### config.mk
export PLATFORM = sky130hd
export DESIGN_NAME = read_d_fetch
export DESIGN_NICKNAME = d
export VERILOG_FILES = /design/src/rtl/read_d_fetch.sv
export SDC_FILE = /design/constraint.sdc
export NUM_CORES = 1
export LEC_CHECK = 0
export ABC_AREA = 1
export BUFFER_PORTS_ARGS = -buffer_cell sky130_fd_sc_hd__buf_2
export CAP_MARGIN = 15
export CORE_MARGIN = 4
export CORE_UTILIZATION = 56
export CTS_CLUSTER_SIZE = 25
export DETAILED_ROUTE_END_ITERATION = 8
export HOLD_SLACK_MARGIN = 0.15
export PLACE_DENSITY_LB_ADDON = 0.15
export SETUP_SLACK_MARGIN = 0.1
export SYNTH_ARGS = -nofsm -noshare
export SYNTH_HDL_FRONTEND = slang
export SYNTH_SLANG_ARGS = --single-unit
### constraint.sdc
create_clock -name clk -period 3.3 [get_ports clk]
set_input_delay 0.66 -clock clk [delete_from_list [all_inputs] [get_ports clk]]
set_output_delay 0.66 -clock clk [all_outputs]
set_load 0.02 [all_outputs]
### src/rtl/read_d_fetch.sv
// Request/response front-end between the search core and the read/D(i) ROM.
// One S1 register drives the ROM; results are queued in a small credit-checked FIFO.
module read_d_fetch #(
    parameter int Z_W        = 8,
    parameter int FIFO_DEPTH = 2
) (
    input  logic           clk,
    input  logic           rst_n,
    input  logic           flush,
    input  logic           req_valid,
    output logic           req_ready,
    input  logic [7:0]     req_i,
    input  logic [Z_W-1:0] req_z,
    output logic           rom_ce,
    output logic [7:0]     rom_addr,
    input  logic [7:0]     rom_d_i,
    input  logic [1:0]     rom_read_i,
    output logic           rsp_valid,
    input  logic           rsp_ready,
    output logic [7:0]     rsp_i,
    output logic [Z_W-1:0] rsp_z,
    output logic [1:0]     rsp_sym,
    output logic [7:0]     rsp_d,
    output logic           rsp_prune,
    output logic           rsp_done,
    output logic [15:0]    rsp_cnt
);

    localparam int PTR_W = $clog2(FIFO_DEPTH);
    localparam int CNT_W = PTR_W + 1;
    localparam int OCC_W = CNT_W + 1;
    localparam int CMP_W = ((Z_W > 8) ? Z_W : 8) + 1;

    logic           r_s1_valid;
    logic [7:0]     r_s1_i;
    logic [Z_W-1:0] r_s1_z;

    logic [7:0]     r_mem_i     [FIFO_DEPTH];
    logic [Z_W-1:0] r_mem_z     [FIFO_DEPTH];
    logic [1:0]     r_mem_sym   [FIFO_DEPTH];
    logic [7:0]     r_mem_d     [FIFO_DEPTH];
    logic           r_mem_prune [FIFO_DEPTH];
    logic           r_mem_done  [FIFO_DEPTH];

    logic [PTR_W-1:0] r_wr_ptr;
    logic [PTR_W-1:0] r_rd_ptr;
    logic [CNT_W-1:0] r_count;
    logic [15:0]      r_rsp_cnt;

    logic             w_pop;
    logic             w_push;
    logic             w_accept;
    logic [OCC_W-1:0] w_occ;
    logic             w_is_root;
    logic [CMP_W-1:0] w_z_ext;
    logic [CMP_W-1:0] w_d_ext;
    logic             w_z_neg;
    logic             w_z_lt_d;
    logic             w_prune;
    logic             w_done;
    logic [1:0]       w_sym;
    logic [7:0]       w_d;

    assign rsp_valid = (r_count != '0);
    assign w_pop     = rsp_valid && rsp_ready;
    assign w_push    = r_s1_valid && !flush;

    // Occupancy after this edge decides whether one more request fits.
    assign w_occ = OCC_W'(r_count)
                 + OCC_W'(r_s1_valid)
                 - OCC_W'(w_pop);

    assign req_ready = !flush
                    && (w_occ < OCC_W'(FIFO_DEPTH));
    assign w_accept  = req_valid && req_ready;

    assign rom_ce   = r_s1_valid;
    assign rom_addr = r_s1_valid ? r_s1_i : 8'h00;

    assign w_is_root = (r_s1_i == 8'hff);
    assign w_z_ext   = CMP_W'($signed(r_s1_z));
    assign w_d_ext   = CMP_W'(rom_d_i);
    assign w_z_neg   = r_s1_z[Z_W-1];
    assign w_z_lt_d  = $signed(w_z_ext) < $signed(w_d_ext);

    assign w_prune = w_z_neg || (!w_is_root && w_z_lt_d);
    assign w_done  = w_is_root && !w_z_neg;
    assign w_sym   = w_is_root ? 2'b00 : rom_read_i;
    assign w_d     = w_is_root ? 8'h00 : rom_d_i;

    always_ff @(posedge clk or negedge rst_n) begin
        if (!rst_n) begin
            r_s1_valid <= 1'b0;
            r_s1_i     <= '0;
            r_s1_z     <= '0;
        end else if (flush) begin
            r_s1_valid <= 1'b0;
        end else if (w_accept) begin
            r_s1_valid <= 1'b1;
            r_s1_i     <= req_i;
            r_s1_z     <= req_z;
        end else begin
            r_s1_valid <= 1'b0;
        end
    end

    always_ff @(posedge clk or negedge rst_n) begin
        if (!rst_n) begin
            for (int k = 0; k < FIFO_DEPTH; k++) begin
                r_mem_i[k]     <= '0;
                r_mem_z[k]     <= '0;
                r_mem_sym[k]   <= '0;
                r_mem_d[k]     <= '0;
                r_mem_prune[k] <= 1'b0;
                r_mem_done[k]  <= 1'b0;
            end
        end else if (w_push) begin
            r_mem_i[r_wr_ptr]     <= r_s1_i;
            r_mem_z[r_wr_ptr]     <= r_s1_z;
            r_mem_sym[r_wr_ptr]   <= w_sym;
            r_mem_d[r_wr_ptr]     <= w_d;
            r_mem_prune[r_wr_ptr] <= w_prune;
            r_mem_done[r_wr_ptr]  <= w_done;
        end
    end

    always_ff @(posedge clk or negedge rst_n) begin
        if (!rst_n) begin
            r_wr_ptr <= '0;
            r_rd_ptr <= '0;
            r_count  <= '0;
        end else if (flush) begin
            r_wr_ptr <= '0;
            r_rd_ptr <= '0;
            r_count  <= '0;
        end else begin
            if (w_push) begin
                r_wr_ptr <= r_wr_ptr + PTR_W'(1);
            end
            if (w_pop) begin
                r_rd_ptr <= r_rd_ptr + PTR_W'(1);
            end
            if (w_push && !w_pop) begin
                r_count <= r_count + CNT_W'(1);
            end else if (w_pop && !w_push) begin
                r_count <= r_count - CNT_W'(1);
            end
        end
    end

    always_ff @(posedge clk or negedge rst_n) begin
        if (!rst_n) begin
            r_rsp_cnt <= '0;
        end else if (flush) begin
            r_rsp_cnt <= '0;
        end else if (w_pop && (r_rsp_cnt != 16'hffff)) begin
            r_rsp_cnt <= r_rsp_cnt + 16'd1;
        end
    end

    // Empty FIFO presents zeros rather than a stale slot.
    assign rsp_i     = rsp_valid ? r_mem_i[r_rd_ptr]     : '0;
    assign rsp_z     = rsp_valid ? r_mem_z[r_rd_ptr]     : '0;
    assign rsp_sym   = rsp_valid ? r_mem_sym[r_rd_ptr]   : '0;
    assign rsp_d     = rsp_valid ? r_mem_d[r_rd_ptr]     : '0;
    assign rsp_prune = rsp_valid ? r_mem_prune[r_rd_ptr] : 1'b0;
    assign rsp_done  = rsp_valid ? r_mem_done[r_rd_ptr]  : 1'b0;
    assign rsp_cnt   = r_rsp_cnt;

    a_no_overflow: assert property (
        @(posedge clk) disable iff (!rst_n || flush)
        !(w_push && !w_pop && (r_count == CNT_W'(FIFO_DEPTH)))
    );

endmodule

# [After elaboration in Yosys (flattened, before gate mapping)]
# Cells that the tools add are included.
[totals] out_inout_bits=55 reg_bits=93
[op_classes] n_mux=50 n_lt_le_gt_ge=5 n_eq_ne=2 reduce_logical=22 add_sub_neg=7 bitwise_logic=3
[op_table] op="two-way mux 8 bit" count=15
[op_table] op="bitwise mux 16 bit" count=3
[op_table] op="two-way mux 16 bit" count=2
[op_table] op="two-way mux 2 bit" count=9
[op_table] op="adder 16 x 1 -> 16 bit, second input constant" count=1
[op_table] op="inequality test 16 bit, second input constant" count=1
[op_table] op="two-way mux 1 bit" count=15
[op_table] op="logical AND 1 bit" count=10
[op_table] op="< comparator 8 x 9 -> 1 bit" count=1
[op_table] op="demux 8 bit (select 1 bit)" count=1
[op_table] op="equality test 8 bit, second input constant" count=1
[op_table] op="nonzero test 2 bit" count=4
[op_table] op="logical NOT 1 bit" count=5
[op_table] op="bitwise mux 2 bit" count=2
[op_table] op="bitwise mux 4 bit" count=1
[op_table] op="greater-or-equal comparator 2 bit, second input constant" count=2
[op_table] op="NOT 1 -> 2 bit" count=2
[op_table] op="adder 2 x 1 -> 3 bit" count=1
[op_table] op="< comparator 3 x 2 -> 1 bit, second input constant" count=1
[op_table] op="nonzero test 3 bit" count=1
[op_table] op="subtractor 3 x 1 -> 3 bit" count=1
[op_table] op="adder 1 bit, second input constant" count=2
[op_table] op="adder 2 x 1 -> 2 bit, second input constant" count=1
[op_table] op="demux 2 bit (select 1 bit)" count=1
[op_table] op="6 further kinds" count=6

# [Logic depth before layout (Yosys ltp)]
[logic_depth] depth_word=8 mapped_depth=14

# [Worst setup path after synthesis]
# Ideal clock, no wire load.
[synth_timing] kind="input -> output" from="input rsp_ready" to="output req_ready" path_slack_ps=425 n_path_buf=0 arrival_time_ps=2215 required_ps=2640 stages=9 cell_sequence="inv_1 nor2_4 ha_1 or2_2 fa_1 nand2_1 a21oi_1 o21ai_1 inv_1"
[synth_between] elab_chain_len=4
[synth_rtl] item="from (decl)" line="19" source="input logic rsp_ready,"
[synth_rtl] item="logical AND 1 bit" line="65" source="assign w_pop = rsp_valid && rsp_ready;"
[synth_rtl] item="subtractor 3 x 1 -> 3 bit" line="71" source="- OCC_W'(w_pop);"
[synth_rtl] item="< comparator 3 x 2 -> 1 bit" line="74" source="&& (w_occ < OCC_W'(FIFO_DEPTH));"
[synth_rtl] item="logical AND 1 bit" line="74"
[synth_rtl] item="to (decl)" line="11" source="output logic req_ready,"
# Every way passes these cells.

# [Worst setup path after layout]
[layout_timing] from="register r_count[1]" to="output req_ready"
[layout_between] elab_chain_len=5 word_cells_on_any_way=6
[layout_rtl] item="from (decl)" line="47" source="logic [CNT_W-1:0] r_count;"
[layout_rtl] item="from (signal assigned)" line="144" source="r_count <= r_count + CNT_W'(1);"
[layout_rtl] item="from (signal assigned)" line="146" source="r_count <= r_count - CNT_W'(1);"
[layout_rtl] item="branches (longest 2 deep; another with adder 2 x 1 -> 3 bit)"
[layout_rtl] item="subtractor 3 x 1 -> 3 bit *" line="71"
[layout_rtl] item="< comparator 3 x 2 -> 1 bit *" line="74"
[layout_rtl] item="logical AND 1 bit *" line="74"
# Mark *: on every way between the ends.

==> metrics <==
total grt overflow=0; H-tree Lvls=3; Fin. Hold Viols=0; most frequent cells in the layout=nand2_1 (219), dfrtp_1 (92), buf_2 (83); pwr/cell area=~660 nW/um^2; vias=between 4k and 5k; Rel. slew slack=38.8%; synth-to-layout area growth=15.7%; endpoints failing setup=0; initial core utilization=between 50% and 60%; CTS Hold Bufs=0; layout cells sized above 1=a little under a fifth; clock buffer depth=2; Post-DP HPWL=7.42 mm; Critical Path Start=r_count[1]$_DFFE_PN0P_; CP required=around 2.6 ns; HP Class=primary input to async pin; Clock Latency Late Sink=between 0.3 and 0.4 ns; post-synthesis mux area share=0%; core area=7890 um^2; post-synthesis adder-cell area fraction=2.60%; DR WL/cell=about 14 um; IO Count=86; die area=a little under 10000 um^2; max-cap violation count=0; critical path class=flip-flop to output pin; Worst setup endpoint=req_ready; Vias/cell=around 5.3; GPL Wtd Cong=around 0.94; compound-cell area share of the yosys netlist=between 10 and 15%; drt first pass iters=5; chip width=around 100 um; skew final=~0.013 ns; fin crit period=roughly 3.1 ns; mapped cell area=4620 um^2; kind of end point of the critical path=output pin; Critical R2R Launch=r_count[1]$_DFFE_PN0P_; simple-gate share of the synthesized area=around a quarter; RSZ-0062 raised after global routing=no; largest family of logic cells by synthesized area=simple AND/OR/NAND/NOR gates; VDD IR max=0.415 mV; clk slew on worst S/H paths=~0.10 ns; run status=finished, final reports clean; row cnt=32; number of remaining DRC errors=0; initial antenna violation count=0; post-synthesis cell type count=26; reg-to-reg slack, setup=0.78 ns; n_diodes=0; Setup Total Neg Slack=0 ns; total wire length=11.0 mm; Die Y=around 99 um; syn nets=roughly 640; nets=between 700 and 800; CTS tree=done; GR Util All Layers=a little under a quarter; 1st-iter DRT viols=around 250; FMAX=~0.32 GHz; clk sinks=just over 90; sequential share of the synthesized area=around half; Ys Warns=0; largest net degree at the start of global routing=62; first-pass GRT wire length=around 18 mm; Final period util=94.1%; leakage power total=~2.8 nW; CP arrival=between 2 and 2.5 ns; root buffer cell=clkbuf_8; most common cell after layout, fill and taps aside=nand2_1; Yosys reg bits=93; Mapped Cells=595; port bufs=85; CTS buffer count=9; worst-margin pin slew=about 0.91 ns; reg2reg path depth=14; XOR/XNOR Fraction of Synth Area=less than 1%; number of global-route vias before repair=3984; Post-DRT Antenna Nets=0; CP Launch Type=flip-flop; Crit Reg-Reg Endpoint=r_s1_z[6]$_DFFE_PN0P_; crit-path max FO=2; Hold WS=roughly 0.36 ns; Slew Viols, Final=0; Filler cells=around 670; Mapped Avg Cell Area=just under 8 um^2
metrics by stage:
step	std cells	power [mW]	utilization (%)	area (um^2)	setup WS, ns
floorplan	595	2.48	-	4620	0.425
global placement	765	2.78	65.2	5140	0.271
detailed placement	765	2.84	65.2	5140	0.238
CTS	781	3.56	67.6	5330	0.145
global route	782	3.82	67.7	5340	0.0989
finish	782	3.55	67.7	5340	0.194
worst min-delay path by stage:
stage	endpoint	slack, ns	cells after the start
after global placement	r_mem_d[4]$_DFFE_PN0P_	0.47	2
after CTS	r_mem_d[11]$_DFFE_PN0P_	0.38	1
after global routing	r_mem_z[1]$_DFFE_PN0P_	0.43	1
after floorplan	r_count[0]$_DFFE_PN0P_	0.36	0
final	r_mem_d[11]$_DFFE_PN0P_	0.36	1
after detailed placement	r_mem_i[0]$_DFFE_PN0P_	0.47	2
worst max-delay path, cell delays in order, from the launching register on:
cell	delay (ns)
dfrtp_2	0.44
nor2_4	0.14
nor2_4	0.04
ha_1	0.25
or2_2	0.30
fa_1	0.48
nand2_1	0.05
a21oi_1	0.10
o21ai_1	0.07
inv_1	0.07
buf_4	0.13
power breakdown:
part | internal [mW] | leakage (nW) | switching [mW] | total (mW)
registers | 1.53 | 1.20 | 0.232 | 1.76
logic | 0.386 | 1.52 | 0.675 | 1.06
clock network | 0.316 | 0.0917 | 0.410 | 0.725
flip-flops by register name (all words and copies together) (netlist names):
register and cells:
r_count 2, r_wr_ptr 1, r_mem_z 16, r_s1_i 8, r_s1_z 8, r_mem_d 16
r_mem_done 2, rsp_cnt 16, r_mem_sym 4, r_mem_i 16, r_rd_ptr 1, rom_ce 1
r_mem_prune 2
cell usage after synthesis:
cell type / count / area, um^2
inv_2: 2 / 7.51
o21bai_1: 2 / 15.0
clkbuf_1: 21 / 78.8
o21ai_1: 1 / 5.00
dfrtp_1: 93 / 2330
nand2_1: 219 / 822
ha_1: 8 / 100
inv_1: 53 / 199
o21a_1: 1 / 7.51
a21boi_0: 2 / 15.0
a21oi_1: 34 / 170
xor2_1: 4 / 35.0
nand4_1: 17 / 106
buf_6: 1 / 11.3
nand3b_1: 2 / 15.0
or2_2: 5 / 31.3
nor2_2: 1 / 6.26
o31ai_1: 1 / 7.51
nor2_1: 24 / 90.1
buf_2: 5 / 25.0
nand3_1: 17 / 85.1
nor2_4: 5 / 56.3
o21ai_0: 74 / 370
fa_1: 1 / 20.0
nand2_2: 1 / 6.26
clkinv_1: 1 / 3.75
layer usage:
metal	up-vias	share of wire (%)	routed length, um	GRT usage [%]
li1	2058	-	-	-
met1	1977	45	4940	30.7
met2	125	48	5320	39.6
met3	8	6.1	673	3.82
met4	0	1.1	116	7.04
met5	-	0	0	0
area by class of cell:
type	instances	area, um^2	area share, %
Clock buffer	11	151	2.83
Clock inverter	5	33.8	0.632
Inverter	56	210	3.94
Multi-Input combinational cell	419	1960	36.8
Sequential cell	93	2330	43.6
Tap cell	102	128	2.39
Timing Repair Buffer	96	526	9.84
cells by family after synthesis:
family,after synthesis
buf+inv,83
flops,93
fa+ha+maj,9
simple gates,291
xor+xnor,4
compound gates,115
repair_timing:
action,CTS,global route
setup buffers,0,1
gates resized for setup,0,2
setup endpoints to repair,0,1
Power figures use the tool's default switching activity.
